<file path="src/rtl/register_file_param.sv">
// rtl/register_file_param.sv - parametrised 2R/1W register file with post-reset clear engine
// Optional write-through forwarding: define REGFILE_BYPASS_EN.
module register_file_param #(
    parameter int                DATA_W   = 32,
    parameter int                ADDR_W   = 5,
    parameter int                ZERO_REG = 1,
    parameter logic [DATA_W-1:0] CLR_VAL  = '0
) (
    input  logic              clk,
    input  logic              rst,
    input  logic [ADDR_W-1:0] read_reg1,
    input  logic [ADDR_W-1:0] read_reg2,
    input  logic [ADDR_W-1:0] write_reg,
    input  logic [DATA_W-1:0] write_data,
    input  logic              RegWrite,
    output logic [DATA_W-1:0] read_data1,
    output logic [DATA_W-1:0] read_data2,
    output logic              ready,
    output logic              wr_drop
);
    localparam int DEPTH = 1 << ADDR_W;

    typedef enum logic {CLEAR, READY} state_t;

    state_t              state_q, state_d;
    logic [ADDR_W-1:0]   clr_idx_q, clr_idx_d;
    logic                wr_drop_q, wr_drop_d;
    logic [DATA_W-1:0]   mem [DEPTH];

    logic                mem_we;
    logic [ADDR_W-1:0]   mem_waddr;
    logic [DATA_W-1:0]   mem_wdata;
    logic                zero_wr;

    assign zero_wr = (ZERO_REG != 0) && (write_reg == '0);

    always_comb begin
        state_d   = state_q;
        clr_idx_d = clr_idx_q;
        wr_drop_d = 1'b0;
        mem_we    = 1'b0;
        mem_waddr = write_reg;
        mem_wdata = write_data;
        if (state_q == CLEAR) begin
            // Clear engine owns the write port; user writes are only flagged.
            mem_we    = !rst;
            mem_waddr = clr_idx_q;
            mem_wdata = CLR_VAL;
            clr_idx_d = clr_idx_q + ADDR_W'(1);
            wr_drop_d = RegWrite;
            if (clr_idx_q == ADDR_W'(DEPTH - 1)) begin
                state_d = READY;
            end
        end else begin
            mem_we = !rst && RegWrite && !zero_wr;
        end
    end

    always_ff @(posedge clk or posedge rst) begin
        if (rst) begin
            state_q   <= CLEAR;
            clr_idx_q <= '0;
            wr_drop_q <= 1'b0;
        end else begin
            state_q   <= state_d;
            clr_idx_q <= clr_idx_d;
            wr_drop_q <= wr_drop_d;
        end
    end

    // Storage has no reset; the clear engine initialises it.
    always_ff @(posedge clk) begin
        if (mem_we) begin
            mem[mem_waddr] <= mem_wdata;
        end
    end

    always_comb begin
        read_data1 = '0;
        read_data2 = '0;
        if (state_q == READY) begin
            if (!((ZERO_REG != 0) && (read_reg1 == '0))) begin
                read_data1 = mem[read_reg1];
`ifdef REGFILE_BYPASS_EN
                if (RegWrite && (read_reg1 == write_reg)) read_data1 = write_data;
`endif
            end
            if (!((ZERO_REG != 0) && (read_reg2 == '0))) begin
                read_data2 = mem[read_reg2];
`ifdef REGFILE_BYPASS_EN
                if (RegWrite && (read_reg2 == write_reg)) read_data2 = write_data;
`endif
            end
        end
    end

    assign ready   = (state_q == READY);
    assign wr_drop = wr_drop_q;
endmodule
</file>
<file path="config.mk">
export PLATFORM = sky130hd
export DESIGN_NAME = register_file_param
export DESIGN_NICKNAME = d
export VERILOG_FILES = /design/src/rtl/register_file_param.sv
export SDC_FILE = /design/constraint.sdc
export NUM_CORES = 1
export LEC_CHECK = 0
export CORE_AREA = 2 2 345 347
export DETAILED_ROUTE_END_ITERATION = 16
export DIE_AREA = 0 0 347 349
export DONT_BUFFER_PORTS = 1
export GPL_ROUTABILITY_DRIVEN = 0
export PLACE_DENSITY = 0.65
export SKIP_CTS_REPAIR_TIMING = 1
export SYNTH_ARGS = -nofsm -noshare
export SYNTH_HDL_FRONTEND = slang
export SYNTH_SLANG_ARGS = --single-unit
</file>
<file path="constraint.sdc">
create_clock -name clk -period 6.5 [get_ports clk]
set_clock_uncertainty 0.05 [all_clocks]
set_input_delay 0.975 -clock clk [delete_from_list [all_inputs] [get_ports clk]]
set_output_delay 0.975 -clock clk [all_outputs]
set_load 0.05 [all_outputs]
</file>
# Yosys cells after proc, flatten, opt, wreduce, memory -nomap -nowiden
# Memories as Yosys holds them, arrays and structs flattened.
# Cells that the tools add are included.
word_totals:
  elab_cells: 25
  out_inout_bits: 66
  ram_bits: 1024
  in_bits: 50
  memories: 1
  reg_bits: 7
mem_list:
  columns: ["name", "depth", "width", "rd", "rd_clocked_by_memory_dff", "write_ports", "line_no", "source"]
  rows:
  - ["mem", 32, 32, 2, 0, 1, "28", "logic [DATA_W-1:0] mem [DEPTH];"]
op_classes:
  muxes: 12
  eq_ne: 1
  addsub: 1
  n_reduce_logical: 7
op_table:
  columns: ["cell", "count"]
  rows:
  - ["$mux W32", 5]
  - ["$logic_not A5 Y1", 3]
  - ["$mux W1", 6]
  - ["$add A5 B1 Y5 const B", 1]
  - ["$eq A5 B5 Y1 const B", 1]
  - ["$mux W5", 1]
  - ["$logic_and A1 B1 Y1", 2]
  - ["$logic_not A1 Y1", 2]

# Longest topological paths before layout
logic_depth:
  ltp_word: 6
  mapped_depth: 9
  mapped_depth_nobuf: 5

# Least setup slack after synthesis
# Ideal clock, no wire load.
synth_timing:
  kind: "input to output"
  startpoint: "input port read_reg2[1]"
  endpoint: "output port read_data2[31]"
  path_buffers: 4
  t_arrival_ns: 2.715
  required_time_ns: 5.475
  cell_stages: 8
  slack_ns: 2.760
  cell_sequence: "buf_2 > buf_4 > buf_4 > buf_4 > nand3b_1 > a21oi_1 > a21oi_1 > o211ai_1"
synth_between:
  elab_chain_len: 3
  word_cells_on_any_way: 4
  classes_between: "mux (2); reduce/logical (1); memory (1)"
synth_lines:
  columns: ["element", "line_no", "source"]
  rows:
  - ["from (decl)", "12", "input logic [ADDR_W-1:0] read_reg2,"]
  - ["$mem_v2 Z32 W32 or $logic_not A5 Y1 (tied branches)", null, null]
  - ["$mux W32 (*)", "88", "if (!((ZERO_REG != 0) && (read_reg2 == '0))) begin"]
  - ["$mux W32 (*)", "81", "if (state_q == READY) begin"]
  - ["to (decl)", "17", "output logic [DATA_W-1:0] read_data2,"]
# Mark *: on every way between the ends. The rest lies on a longest branch, timed or not.

# Final worst setup path
layout_timing:
  startpoint: "input port read_reg2[1]"
  endpoint: "output port read_data2[19]"
# Same word-level chain as after synthesis.

==> results_dict.tcl <==
set metrics [dict create \
    wl_met3_mm 14.6 \
    drcViolationCount 0 \
    synth_common_cells "edfxtp_1 (993), mux2i_1 (473), mux4_2 (225)" \
    synth_fp_nets 2818 \
    dp.cells 4141 \
    cap_viol_max_count 0 \
    fillers 9993 \
    ant_nets 0 \
    irDropWorstVdd_uv 191 \
    async_flop_share_pct 0.700 \
    synth_cells 2766 \
    clk_pin_slew_ns 0.06 \
    synth_top_area_cell "edfxtp_1" \
    critical_path_class "input pin to primary output" \
    groute.usage.overall_pct 23.3 \
    end_kind "primary output" \
    cts_tree "done" \
    yosysTopAreaCellShare_pct 64.1 \
    finalWirelength_mm 144 \
    final_hold_viol_count 0 \
    crit_path_cell_trace "or2_2 -> buf_4 -> o22ai_1 -> a22oi_1 -> nand4_1" \
    portBuffers 0 \
    cpPeakStageDelay_ns 1.25 \
    drt-initial-drc-count 3614 \
    arrival_ns 4.30 \
    grt_pass1_vias 28800 \
    gr-total-overflow 0 \
    ioPinCount 116 \
    relSlewSlack_pct -27.2 \
    wl_met2_mm 70.5 \
    viasPerCell 6.57 \
    intPower_mw 10.4 \
    drv_slew 197 \
    dr.pass1.iters 6 \
    period_minus_slack_ns 5.32 \
    start_kind "input pin" \
    synthMostInstantiatedCell "edfxtp_1" \
    max_slew.worst_pin.slew_ns 1.91 \
    cts_root_buffer "clkbuf_16" \
    sequentialPowerShare_pct 52.6 \
    tns_ns 0 \
    fmax_mhz 188 \
    synthTopCellsByArea "edfxtp_1 (64%), mux4_2 (11%), mux2i_1 (10%)" \
    final_cells 4321 \
    net-switching-power_mw 3.09 \
    drive_gt1_share_pct 19.0 \
    hpwl_mm 81.8 \
    synth-edff-count 993 \
    start_util_pct 39.6 \
    antenna_found_initial 13 \
    grt_pass1_wl_mm 204 \
    cts_max_path_buffers 3 \
    critical_path_depth 5 \
    outcome "finished with violations" \
    dr_total_vias 28400 \
    crit_family "simple AND/OR/NAND/NOR gates" \
    cts_buffers 96 \
    cts_num_sinks 1000 \
    syn2layout_area_growth_pct 9.69 \
    die_area_sq_um 121000 \
    synth_flop_cell "edfxtp_1" \
    cp_max_fo 356 \
    ys_types 50 \
    syn_area_per_cell_sq_um 16.8 \
    grt_max_degree 357 \
    clk-insertion-delay-late_ns 0.67 \
    power_frac_clock_pct 39.8 \
    core_area_sq_um 117000 \
    die_x_um 347 \
    placementRows 126 \
    ys_warn_count 0 \
    synth_seq_area_share_pct 64.4 \
    finalNetCount 2755 \
    syn_area_sq_um 46500 \
    wire_per_inst_um 33.2 \
    p_leak_nw 16.7 \
    highest_layer "met5" \
    combPwrFrac_pct 7.6 \
    die_height_um 349 \
    ys_seq_elements 1000 \
    setup_viol 0 \
    power.density_nw_per_um2 264 \
    wl_met1_mm 52.4 \
    holdCritPathClass "input pin to async pin" \
    rsz0062_at_grt "no" \
    fin_crit_sh_pct 81.9 \
    p_sw_share_pct 22.9 \
    required_ns 5.47 \
    worst-path-buf-inv 1 \
    r2r_cells 6 \
    htreeDepth 3 \
    failed_checks "max-slew violations" \
    crit_slowest_cell "or2_2" \
]
power groups by stage:
stage / logic [mW] / clock network, mW / registers (mW)
4_1_cts: 1.01 / 5.43 / 7.10
2_1_floorplan: 0.871 / 0 / 7.24
6_report: 1.03 / 5.37 / 7.10
3_3_place_gp: 0.985 / 0 / 7.24
3_5_place_dp: 1.00 / 0 / 7.24
5_1_grt: 1.05 / 5.66 / 7.10
logic make-up after synthesis:
kind of cell             Yosys count  share of synthesized area, %
AO/OA/AOI/OAI                    525                          7.79
XOR/XNOR                           3                        0.0565
adder cells (fa/ha/maj)            2                        0.0538
buffers and inverters            235                          2.73
flip-flops                      1000                          64.4
multiplexers                     737                          22.0
AND/OR/NAND/NOR                  264                          2.91
sequential cells by signal (all words and copies together) (netlist names):
| signal | count |
|---|---|
| ready | 1 |
| mem | 993 |
| clr_idx_q | 5 |
| wr_drop | 1 |
per-stage QoR:
stage / worst slack (ns) / power [mW] / hold slack (ns) / utilization [%] / instance area, sq um
after floorplan: 2.76 / 8.11 / 0.402 / - / 46500
after global placement: 2.03 / 8.23 / 0.423 / 40.9 / 48100
after detailed placement: 2.00 / 8.24 / 0.449 / 40.9 / 48100
after CTS: 1.30 / 13.5 / 0.0750 / 43.5 / 51000
after global routing: 1.22 / 13.8 / 0.119 / 43.5 / 51000
final: 1.18 / 13.5 / 0.108 / 43.5 / 51100
layout by cell type (no fill, tap or decap), types with 3 or more instances in the layout:
cell type / synthesis / layout
a221oi_1: 30 / 30
nor2b_4: 0 / 4
bufinv_16: 0 / 5
a22o_1: 32 / 32
clkbuf_16: 0 / 98
o22ai_1: 190 / 190
and2_1: 35 / 32
nor2_1: 46 / 12
diode_2: 0 / 5
o21ai_1: 7 / 7
mux4_2: 225 / 225
and2_2: 0 / 4
o21ai_0: 56 / 56
nand3_1: 7 / 6
clkbuf_1: 80 / 17
inv_1: 7 / 7
nand4_1: 63 / 63
edfxtp_1: 993 / 993
a21oi_1: 6 / 5
mux2i_1: 473 / 473
clkinv_1: 0 / 27
nor2b_1: 7 / 3
clkinv_2: 0 / 22
o31ai_1: 4 / 4
dfrtp_1: 7 / 6
mux2_2: 39 / 39
a22oi_1: 187 / 187
nor2_4: 0 / 34
nand2_1: 77 / 75
nand3b_1: 6 / 6
xnor2_1: 3 / 3
or2_2: 3 / 3
buf_4: 33 / 66
worst reg2reg max path: stages (launching register included):
cell and delay, ns:
dfrtp_4 0.77, buf_4 0.53, nor2b_1 0.17, a21oi_1 0.27, nand4_1 0.49, nor2_4 0.87, buf_4 0.55
path summary, 6_finish.rpt:
check | from | endpoint | slack (ns)
max | read_reg2[1] | read_data2[19] | 1.18
min | rst | clr_idx_q[3] | 0.11
max reg2reg | ready | mem[9][8] | 2.41
min reg2reg | clr_idx_q[2] | clr_idx_q[2] | 0.46
max in group asynchronous | rst | ready | 5.99
min in group clk | RegWrite | wr_drop | 0.39
routing by layer:
metal | track usage, % | vias to the layer above
met3 | 5.19 | 353
met2 | 38.9 | 1705
li1 | - | 11500
met5 | 0 | -
met4 | 10.2 | 14
met1 | 29.1 | 14900
cell type report:
class / count / area (sq um) / area share, %
Sequential cell: 1000 / 30000 / 58.8
Timing Repair Buffer: 67 / 507 / 0.993
Clock inverter: 60 / 449 / 0.880
Clock buffer: 115 / 2520 / 4.93
Inverter: 7 / 26.3 / 0.0515
Tap cell: 1536 / 1920 / 3.76
Multi-Input combinational cell: 1531 / 15600 / 30.6
Antenna cell: 5 / 12.5 / 0.0245
Power figures use the tool's default switching activity.
